$ cat src/rtl/uart_pkg.sv
// Shared definitions for the UART engine: parity modes, FSM state
// encodings and the FIFO level width helper.
package uart_pkg;

    localparam int PARITY_NONE = 0;
    localparam int PARITY_ODD  = 1;
    localparam int PARITY_EVEN = 2;

    typedef enum logic [2:0] {
        TX_IDLE,
        TX_START,
        TX_DATA,
        TX_PARITY,
        TX_STOP
    } tx_state_t;

    typedef enum logic [2:0] {
        RX_IDLE,
        RX_START,
        RX_DATA,
        RX_PARITY,
        RX_STOP
    } rx_state_t;

    // A level counter needs one more bit than a pointer so "full" is representable.
    function automatic int lvl_w(input int depth);
        return $clog2(depth) + 1;
    endfunction

endpackage

$ cat src/rtl/sync_fifo.sv
// Single-clock FIFO with first-word fall-through read data and a separate
// occupancy counter; pointers wrap naturally because DEPTH is a power of 2.
module sync_fifo #(
    parameter int WIDTH = 8,
    parameter int DEPTH = 16
) (
    input  logic                       clk,
    input  logic                       rst,
    input  logic                       wr_en,
    input  logic [WIDTH-1:0]           wr_data,
    input  logic                       rd_en,
    output logic [WIDTH-1:0]           rd_data,
    output logic                       full,
    output logic                       empty,
    output logic [$clog2(DEPTH):0]     level
);

    localparam int PTR_W = $clog2(DEPTH);
    localparam int LVL_W = PTR_W + 1;
    localparam logic [LVL_W-1:0] LVL_FULL = LVL_W'(DEPTH);

    logic [WIDTH-1:0] mem [DEPTH];
    logic [PTR_W-1:0] wr_ptr;
    logic [PTR_W-1:0] rd_ptr;
    logic             do_push;
    logic             do_pop;

    assign full    = (level == LVL_FULL);
    assign empty   = (level == '0);
    assign do_pop  = rd_en && !empty;
    // A simultaneous pop frees the slot, so a push into a full FIFO is still taken.
    assign do_push = wr_en && (!full || rd_en);
    assign rd_data = empty ? '0 : mem[rd_ptr];

    always_ff @(posedge clk) begin
        if (rst) begin
            wr_ptr <= '0;
            rd_ptr <= '0;
            level  <= '0;
        end else begin
            if (do_push) wr_ptr <= wr_ptr + PTR_W'(1);
            if (do_pop)  rd_ptr <= rd_ptr + PTR_W'(1);
            case ({do_push, do_pop})
                2'b10:   level <= level + LVL_W'(1);
                2'b01:   level <= level - LVL_W'(1);
                default: level <= level;
            endcase
        end
    end

    always_ff @(posedge clk) begin
        if (do_push) mem[wr_ptr] <= wr_data;
    end

endmodule

$ cat src/rtl/uart_fifo_core.sv
// UART engine: FIFO-buffered TX serializer and RX deserializer with
// configurable frame format, parity and sticky receive error flags.
module uart_fifo_core
    import uart_pkg::*;
#(
    parameter int CLKS_PER_BIT = 5208,
    parameter int DATA_BITS    = 8,
    parameter int PARITY       = 0,
    parameter int STOP_BITS    = 1,
    parameter int FIFO_DEPTH   = 16
) (
    input  logic                            clk,
    input  logic                            rst,
    input  logic [DATA_BITS-1:0]            tx_data,
    input  logic                            tx_we,
    output logic                            tx_full,
    output logic [lvl_w(FIFO_DEPTH)-1:0]    tx_level,
    output logic                            tx_busy,
    output logic [DATA_BITS-1:0]            rx_data,
    input  logic                            rx_re,
    output logic                            rx_empty,
    output logic [lvl_w(FIFO_DEPTH)-1:0]    rx_level,
    input  logic                            err_clr,
    output logic                            rx_overrun,
    output logic                            rx_parity_err,
    output logic                            rx_frame_err,
    output logic                            uart_txd,
    input  logic                            uart_rxd
);

    localparam int CNT_W = $clog2(STOP_BITS * CLKS_PER_BIT + 1);
    localparam int IDX_W = $clog2(DATA_BITS);
    localparam logic [CNT_W-1:0] BIT_LAST  = CNT_W'(CLKS_PER_BIT - 1);
    localparam logic [CNT_W-1:0] STOP_LAST = CNT_W'(STOP_BITS * CLKS_PER_BIT - 1);
    localparam logic [CNT_W-1:0] MID       = CNT_W'(CLKS_PER_BIT / 2);
    localparam logic [IDX_W-1:0] IDX_LAST  = IDX_W'(DATA_BITS - 1);
    localparam logic             PAR_ODD   = (PARITY == PARITY_ODD);

    logic [DATA_BITS-1:0] tx_head;
    logic                 tx_empty;
    logic                 tx_pop;
    logic                 rx_full;
    logic                 rx_push;

    sync_fifo #(.WIDTH(DATA_BITS), .DEPTH(FIFO_DEPTH)) u_tx_fifo (
        .clk     (clk),
        .rst     (rst),
        .wr_en   (tx_we),
        .wr_data (tx_data),
        .rd_en   (tx_pop),
        .rd_data (tx_head),
        .full    (tx_full),
        .empty   (tx_empty),
        .level   (tx_level)
    );

    tx_state_t            tx_state;
    logic [CNT_W-1:0]     tx_cnt;
    logic [IDX_W-1:0]     tx_idx;
    logic [DATA_BITS-1:0] tx_shift;
    logic                 tx_par;
    logic                 tx_stop_done;

    assign tx_stop_done = (tx_state == TX_STOP) && (tx_cnt == STOP_LAST);
    // Popping on the last stop cycle chains frames with no idle gap.
    assign tx_pop = !tx_empty && ((tx_state == TX_IDLE) || tx_stop_done);

    always_ff @(posedge clk) begin
        if (rst) begin
            tx_state <= TX_IDLE;
            tx_cnt   <= '0;
            tx_idx   <= '0;
            tx_shift <= '0;
            tx_par   <= 1'b0;
            uart_txd <= 1'b1;
            tx_busy  <= 1'b0;
        end else if (tx_pop) begin
            tx_state <= TX_START;
            tx_cnt   <= '0;
            tx_shift <= tx_head;
            tx_par   <= (^tx_head) ^ PAR_ODD;
            uart_txd <= 1'b0;
            tx_busy  <= 1'b1;
        end else begin
            tx_cnt <= tx_cnt + CNT_W'(1);
            case (tx_state)
                TX_IDLE: begin
                    tx_cnt <= '0;
                end
                TX_START: begin
                    if (tx_cnt == BIT_LAST) begin
                        tx_state <= TX_DATA;
                        tx_cnt   <= '0;
                        tx_idx   <= '0;
                        uart_txd <= tx_shift[0];
                        tx_shift <= tx_shift >> 1;
                    end
                end
                TX_DATA: begin
                    if (tx_cnt == BIT_LAST) begin
                        tx_cnt <= '0;
                        if (tx_idx != IDX_LAST) begin
                            tx_idx   <= tx_idx + IDX_W'(1);
                            uart_txd <= tx_shift[0];
                            tx_shift <= tx_shift >> 1;
                        end else if (PARITY != PARITY_NONE) begin
                            tx_state <= TX_PARITY;
                            uart_txd <= tx_par;
                        end else begin
                            tx_state <= TX_STOP;
                            uart_txd <= 1'b1;
                        end
                    end
                end
                TX_PARITY: begin
                    if (tx_cnt == BIT_LAST) begin
                        tx_state <= TX_STOP;
                        tx_cnt   <= '0;
                        uart_txd <= 1'b1;
                    end
                end
                TX_STOP: begin
                    if (tx_stop_done) begin
                        tx_state <= TX_IDLE;
                        tx_cnt   <= '0;
                        tx_busy  <= 1'b0;
                    end
                end
                default: begin
                    tx_state <= TX_IDLE;
                end
            endcase
        end
    end

    logic rxd_meta;
    logic rxd_sync;
    logic rxd_prev;

    always_ff @(posedge clk) begin
        if (rst) begin
            rxd_meta <= 1'b1;
            rxd_sync <= 1'b1;
            rxd_prev <= 1'b1;
        end else begin
            rxd_meta <= uart_rxd;
            rxd_sync <= rxd_meta;
            rxd_prev <= rxd_sync;
        end
    end

    rx_state_t            rx_state;
    logic [CNT_W-1:0]     rx_cnt;
    logic [IDX_W-1:0]     rx_idx;
    logic [DATA_BITS-1:0] rx_shift;
    logic                 rx_par_bit;
    logic                 rx_stop_sample;
    logic                 rx_par_ok;

    assign rx_stop_sample = (rx_state == RX_STOP) && (rx_cnt == BIT_LAST);
    assign rx_par_ok      = (PARITY == PARITY_NONE) ||
                            (rx_par_bit == ((^rx_shift) ^ PAR_ODD));
    assign rx_push        = rx_stop_sample && rxd_sync && rx_par_ok;

    // The edge-detect cycle counts as 0, so START samples CLKS_PER_BIT/2 cycles into the bit.
    always_ff @(posedge clk) begin
        if (rst) begin
            rx_state   <= RX_IDLE;
            rx_cnt     <= '0;
            rx_idx     <= '0;
            rx_shift   <= '0;
            rx_par_bit <= 1'b0;
        end else begin
            rx_cnt <= rx_cnt + CNT_W'(1);
            case (rx_state)
                RX_IDLE: begin
                    rx_cnt <= '0;
                    if (rxd_prev && !rxd_sync) begin
                        rx_state <= RX_START;
                        rx_cnt   <= CNT_W'(1);
                    end
                end
                RX_START: begin
                    if (rx_cnt == MID) begin
                        rx_cnt <= '0;
                        rx_idx <= '0;
                        rx_state <= rxd_sync ? RX_IDLE : RX_DATA;
                    end
                end
                RX_DATA: begin
                    if (rx_cnt == BIT_LAST) begin
                        rx_cnt   <= '0;
                        rx_shift <= {rxd_sync, rx_shift[DATA_BITS-1:1]};
                        if (rx_idx != IDX_LAST) begin
                            rx_idx <= rx_idx + IDX_W'(1);
                        end else if (PARITY != PARITY_NONE) begin
                            rx_state <= RX_PARITY;
                        end else begin
                            rx_state <= RX_STOP;
                        end
                    end
                end
                RX_PARITY: begin
                    if (rx_cnt == BIT_LAST) begin
                        rx_cnt     <= '0;
                        rx_par_bit <= rxd_sync;
                        rx_state   <= RX_STOP;
                    end
                end
                RX_STOP: begin
                    if (rx_stop_sample) begin
                        rx_cnt   <= '0;
                        rx_state <= RX_IDLE;
                    end
                end
                default: begin
                    rx_state <= RX_IDLE;
                end
            endcase
        end
    end

    sync_fifo #(.WIDTH(DATA_BITS), .DEPTH(FIFO_DEPTH)) u_rx_fifo (
        .clk     (clk),
        .rst     (rst),
        .wr_en   (rx_push),
        .wr_data (rx_shift),
        .rd_en   (rx_re),
        .rd_data (rx_data),
        .full    (rx_full),
        .empty   (rx_empty),
        .level   (rx_level)
    );

    // A new error outranks err_clr in the same cycle.
    always_ff @(posedge clk) begin
        if (rst) begin
            rx_frame_err  <= 1'b0;
            rx_parity_err <= 1'b0;
            rx_overrun    <= 1'b0;
        end else begin
            if (rx_stop_sample && !rxd_sync)
                rx_frame_err <= 1'b1;
            else if (err_clr)
                rx_frame_err <= 1'b0;

            if (rx_stop_sample && rxd_sync && !rx_par_ok)
                rx_parity_err <= 1'b1;
            else if (err_clr)
                rx_parity_err <= 1'b0;

            if (rx_push && rx_full && !rx_re)
                rx_overrun <= 1'b1;
            else if (err_clr)
                rx_overrun <= 1'b0;
        end
    end

endmodule

$ cat config.mk
export PLATFORM = sky130hd
export DESIGN_NAME = uart_fifo_core
export DESIGN_NICKNAME = d
export VERILOG_FILES = /design/src/rtl/uart_pkg.sv /design/src/rtl/sync_fifo.sv /design/src/rtl/uart_fifo_core.sv
export SDC_FILE = /design/constraint.sdc
export NUM_CORES = 1
export LEC_CHECK = 0
export BUFFER_PORTS_ARGS = -buffer_cell sky130_fd_sc_hd__buf_2
export CAP_MARGIN = 20
export CELL_PAD_IN_SITES_DETAIL_PLACEMENT = 0
export CELL_PAD_IN_SITES_GLOBAL_PLACEMENT = 1
export CORE_ASPECT_RATIO = 1.5
export CORE_UTILIZATION = 50
export DETAILED_ROUTE_END_ITERATION = 8
export PLACE_DENSITY = 0.86
export SLEW_MARGIN = 20
export SYNTH_ARGS = -nofsm -noshare
export SYNTH_HDL_FRONTEND = slang
export SYNTH_HIERARCHICAL = 1
export SYNTH_SLANG_ARGS = --single-unit
$ cat constraint.sdc
create_clock -name clk -period 4.3 [get_ports clk]
set_input_delay 0 -clock clk [delete_from_list [all_inputs] [get_ports clk]]
set_output_delay 0 -clock clk [all_outputs]
set_load 0.01 [all_outputs]
==> impl_metrics.csv <==
group,metric,value,unit
run_status,status,"completed",
timing,finalHoldViolCount,0,
pwr,power_density,467,mW/mm^2
yosys,ffs_latches_synth,351,
worst_setup_path,timing.reg2reg.worst_path_depth,13,
cts,maximum_count_of_clock_buffers_along_a_single_path,3,
floorplanning,initial_core_util,51.3,%
route,routedWlPerCell,19.6,um
global_route,track_usage,19.3,%
yosys,ys_seq_area_share,64.7,%
timing,timing.final.crit_share,90.4,%
cts,clockRootBuffer,"sky130_fd_sc_hd__clkbuf_16",
global_route,first_pass_grt_wire_length,44400,um
timing,max_freq,257,MHz
timing,finalSetupTns,0,ps
floorplanning,die_w,143,um
placed_design,dp_cells,1365,
global_route,antenna_violations_before_repair,0,
pwr,total_leakage_power,5.45,nW
yosys,postSynthNetCount,1022,
floorplanning,design.die.area,0.0303,mm^2
yosys,syn_inst,983,
route,vias_per_cell,5.66,
timing,grt_setup_unrepaired,"false",
run,drv_cap,0,
cts,clkTransAtPathRegs,60,ps
route,initialDrtViolationCount,439,
worst_setup_path,worstPathRequired,4750,ps
route,drc,0,
worst_setup_path,crit-reg2reg-capture,"u_tx_fifo/level[4]",
timing,tightest_slew,1040,ps
floorplanning,placeableCoreArea,0.0289,mm^2
finish,drive_above_1_share,16.0,%
worst_setup_path,worst-setup-path-type,"register to register",
worst_setup_path,startpoint_type,"register",
timing,timing.clock.skew,8.29,ps
yosys,ys.flop_type,"sky130_fd_sc_hd__edfxtp_1",
cts,clock_latency_on_the_worst_skew_pair,570,ps
finish,final_cells,1436,
worst_setup_path,r2r_start,"u_tx_fifo/level[2]",
finish,fillerInstances,2273,
route,via_count,8126,
timing,worst_slew_margin_rel,30.3,%
hold_path,hold_path_startpoint,"rst",
global_route,global_route.overflow_total,0,
timing,setup_viol_count_final,0,
global_route,via_count_of_the_first_global_routing_pass,8276,
route,total_wirelength,28100,um
global_route,gr-usage-met1,20.9,%
worst_setup_path,cp_max_fo,14,
global_route,globalRouteMet3Util,2.31,%
cts,cts_max_level,1,
floorplanning,rows,76,
placed_design,buffer_ports.inserted,37,
floorplanning,fp.dieH,213,um
finish,area.growth.synth_to_final,10.3,%
route,drtAntennaViolNets,0,
yosys,yosys_warnings,6,
hold_path,worstHoldEndpoint,"u_tx_fifo/wr_ptr[0]",
timing,period_needed,3890,ps
placed_design,place_congestion,0.788,
cts,clock_sinks,351,
global_route,busiest_grt_layer,"met2",
pwr,power.ir.vdd_worst,440,uV
placed_design,place.detailed.hpwl,18800,um
yosys,async_reset_ff_share,0,%
global_route,grt.met2_usage,37.3,%
hold_path,timing.hold.worst_path_depth,2,
yosys,ys_types,64,
global_route,grt_start_max_net_pins,48,
cts,cts_made_buffers,31,
route,detailed_routing_iterations_pass_1,4,
timing,final_max_slew_viols,0,
cts,setup_buffers_after_cts,0,
floorplanning,io_pins,39,
worst_setup_path,setup.reg_to_reg.worst_slack,410,ps
finish,final_nets,1060,
hold_path,worst_hold_path_type,"input port to register",
cts,tritoncts,"yes",
worst_setup_path,worst-endpoint-arrival,4340,ps
finish,num_antenna_cells,0,
yosys,syn-cell-area,0.0148,mm^2
yosys,synth_enable_flop_cells,256,
yosys,synth.avg_cell_area,15.1,um^2
worst_setup_path,worstSetupEndpointType,"register",
## layout make-up
class                      count  area (um^2)  area share, %
clock inverter                20          149          0.911
multi-input combinational    551         4790           29.3
sequential                   351         9590           58.6
timing repair buffer          67          443           2.71
inverter                      19         71.3          0.436
clock buffer                  38          822           5.03
tap                          390          488           2.98
## registers in the layout (all words and copies together), names as in the netlist, 5 cells and up, named ones only
name and cells:
rx_cnt 13, u_tx_fifo/level 5, tx_shift 8, u_rx_fifo/mem 128, u_tx_fifo/mem 128, rx_shift 8, u_rx_fifo/level 5, tx_cnt 13
## per-stage QoR
step | hold slack, ps | util (%) | worst slack (ps) | total power (W) | area (um^2)
2_1_floorplan | 98.9 | - | 452 | 0.00479 | 14800
3_3_place_gp | 236 | 52.8 | 551 | 0.00506 | 15200
3_5_place_dp | 234 | 52.8 | 450 | 0.00508 | 15200
4_1_cts | 47.1 | 56.6 | 425 | 0.00771 | 16400
5_1_grt | 82.0 | 56.6 | 65.5 | 0.00796 | 16400
6_report | 27.2 | 56.6 | 413 | 0.00764 | 16400
## power by group
group          switching, W  total (W)  internal [W]
sequential         0.000111    0.00385       0.00374
clock               0.00120    0.00263       0.00143
combinational      0.000661    0.00116      0.000500
## routing by layer
metal,part of all wire (%),up-vias,routed length (um)
li1,-,3844,-
met1,38,4066,10700
met2,55,162,15500
met3,3.2,54,888
met4,3.7,0,1040
met5,0,-,0
## critical path, stage by stage (launching register included)
cell                       delay [ps]
sky130_fd_sc_hd__dfxtp_1          520
sky130_fd_sc_hd__or4_4            230
sky130_fd_sc_hd__nor2_2            40
sky130_fd_sc_hd__or3_1            410
sky130_fd_sc_hd__a21oi_1          400
sky130_fd_sc_hd__nor2b_1          140
sky130_fd_sc_hd__a21bo_2          350
sky130_fd_sc_hd__ha_1             360
sky130_fd_sc_hd__xor2_1           190
sky130_fd_sc_hd__ha_1             210
sky130_fd_sc_hd__a21oi_1          190
sky130_fd_sc_hd__a221oi_1         150
sky130_fd_sc_hd__a221o_1          330
sky130_fd_sc_hd__a211o_1          250
## synthesized netlist by cell type, drive strengths merged, types with 11 or more instances
| master | n | area share, % |
|---|---|---|
| edfxtp | 256 | 52 |
| dfxtp | 95 | 13 |
| nor2 | 83 | 2.1 |
| mux4 | 64 | 10 |
| nand2 | 43 | 1.1 |
| buf | 40 | 1.9 |
| a211oi | 34 | 1.7 |
| mux2i | 33 | 2.2 |
| ha | 25 | 2.1 |
| nand3 | 25 | 0.84 |
| xor2 | 24 | 1.4 |
| clkbuf | 22 | 0.56 |
| inv | 19 | 0.48 |
| nor2b | 19 | 0.80 |
| a21oi | 17 | 0.57 |
| nor3 | 17 | 0.57 |
| and3 | 14 | 0.60 |
| xnor2 | 14 | 0.83 |
| and2 | 13 | 0.55 |
| nand2b | 13 | 0.55 |
| o21ai | 12 | 0.56 |
| nand4 | 11 | 0.46 |
## layout by cell type, fill, tap and decap left out, types with 4 or more instances in the layout
cell                            instances
sky130_fd_sc_hd__nor3b_1               10
sky130_fd_sc_hd__clkinv_1               5
sky130_fd_sc_hd__nor2_1                81
sky130_fd_sc_hd__nor4b_1                4
sky130_fd_sc_hd__mux4_1                18
sky130_fd_sc_hd__xor2_1                24
sky130_fd_sc_hd__or3_1                  5
sky130_fd_sc_hd__nor2b_1               19
sky130_fd_sc_hd__o21ai_0               10
sky130_fd_sc_hd__clkinv_2               5
sky130_fd_sc_hd__inv_1                 19
sky130_fd_sc_hd__nand4_1               11
sky130_fd_sc_hd__nand2b_1              13
sky130_fd_sc_hd__clkbuf_16             31
sky130_fd_sc_hd__nor3_1                17
sky130_fd_sc_hd__edfxtp_1             256
sky130_fd_sc_hd__buf_2                 37
sky130_fd_sc_hd__and2_1                13
sky130_fd_sc_hd__a21oi_1               17
sky130_fd_sc_hd__clkbuf_1               5
sky130_fd_sc_hd__mux2i_1               33
sky130_fd_sc_hd__clkinvlp_4             5
sky130_fd_sc_hd__dfxtp_1               95
sky130_fd_sc_hd__and3_1                13
sky130_fd_sc_hd__nand3b_1               6
sky130_fd_sc_hd__a211oi_1              34
sky130_fd_sc_hd__nand3_1               25
sky130_fd_sc_hd__a221oi_1               6
sky130_fd_sc_hd__dlygate4sd3_1         13
sky130_fd_sc_hd__nand2_1               43
sky130_fd_sc_hd__ha_1                  25
sky130_fd_sc_hd__mux4_2                46
sky130_fd_sc_hd__o21a_1                 5
sky130_fd_sc_hd__o221ai_1               9
sky130_fd_sc_hd__buf_4                 17
sky130_fd_sc_hd__xnor2_1               14
## logic make-up (layout without fill, tap and decap cells)
kind of cell | after synthesis | count (layout) | share of synthesized area, %
flops | 351 | 351 | 64.7
simple gates | 289 | 289 | 10.5
compound gates | 100 | 100 | 4.96
mux | 97 | 97 | 12.4
buf+inv | 81 | 144 | 2.98
xor+xnor | 38 | 38 | 2.25
fa+ha+maj | 26 | 26 | 2.18
other cells | 1 | 1 | 0.0253
## worst max-delay path by stage
| stage | startpoint | endpoint | slack (ps) | cells past startpoint |
|---|---|---|---|---|
| 2_1_floorplan | u_tx_fifo/level[2] | u_tx_fifo/level[4] | 450 | 17 |
| 3_3_place_gp | u_tx_fifo/level[2] | u_tx_fifo/level[4] | 550 | 13 |
| 3_5_place_dp | u_tx_fifo/level[2] | u_tx_fifo/level[4] | 450 | 13 |
| 4_1_cts | u_tx_fifo/level[2] | u_tx_fifo/level[4] | 430 | 13 |
| 5_1_grt | u_tx_fifo/level[2] | u_tx_fifo/level[4] | 70 | 13 |
| 6_report | u_tx_fifo/level[2] | u_tx_fifo/level[4] | 410 | 13 |
## timing repair
item / 4_1_cts / 5_1_grt
gates resized for setup: 0 / 0
endpoints found under the setup margin: 0 / 0
hold endpoints to repair: 141 / 0
hold buffers: 13 / 0
Note: power is estimated with default switching activity, not from simulation.
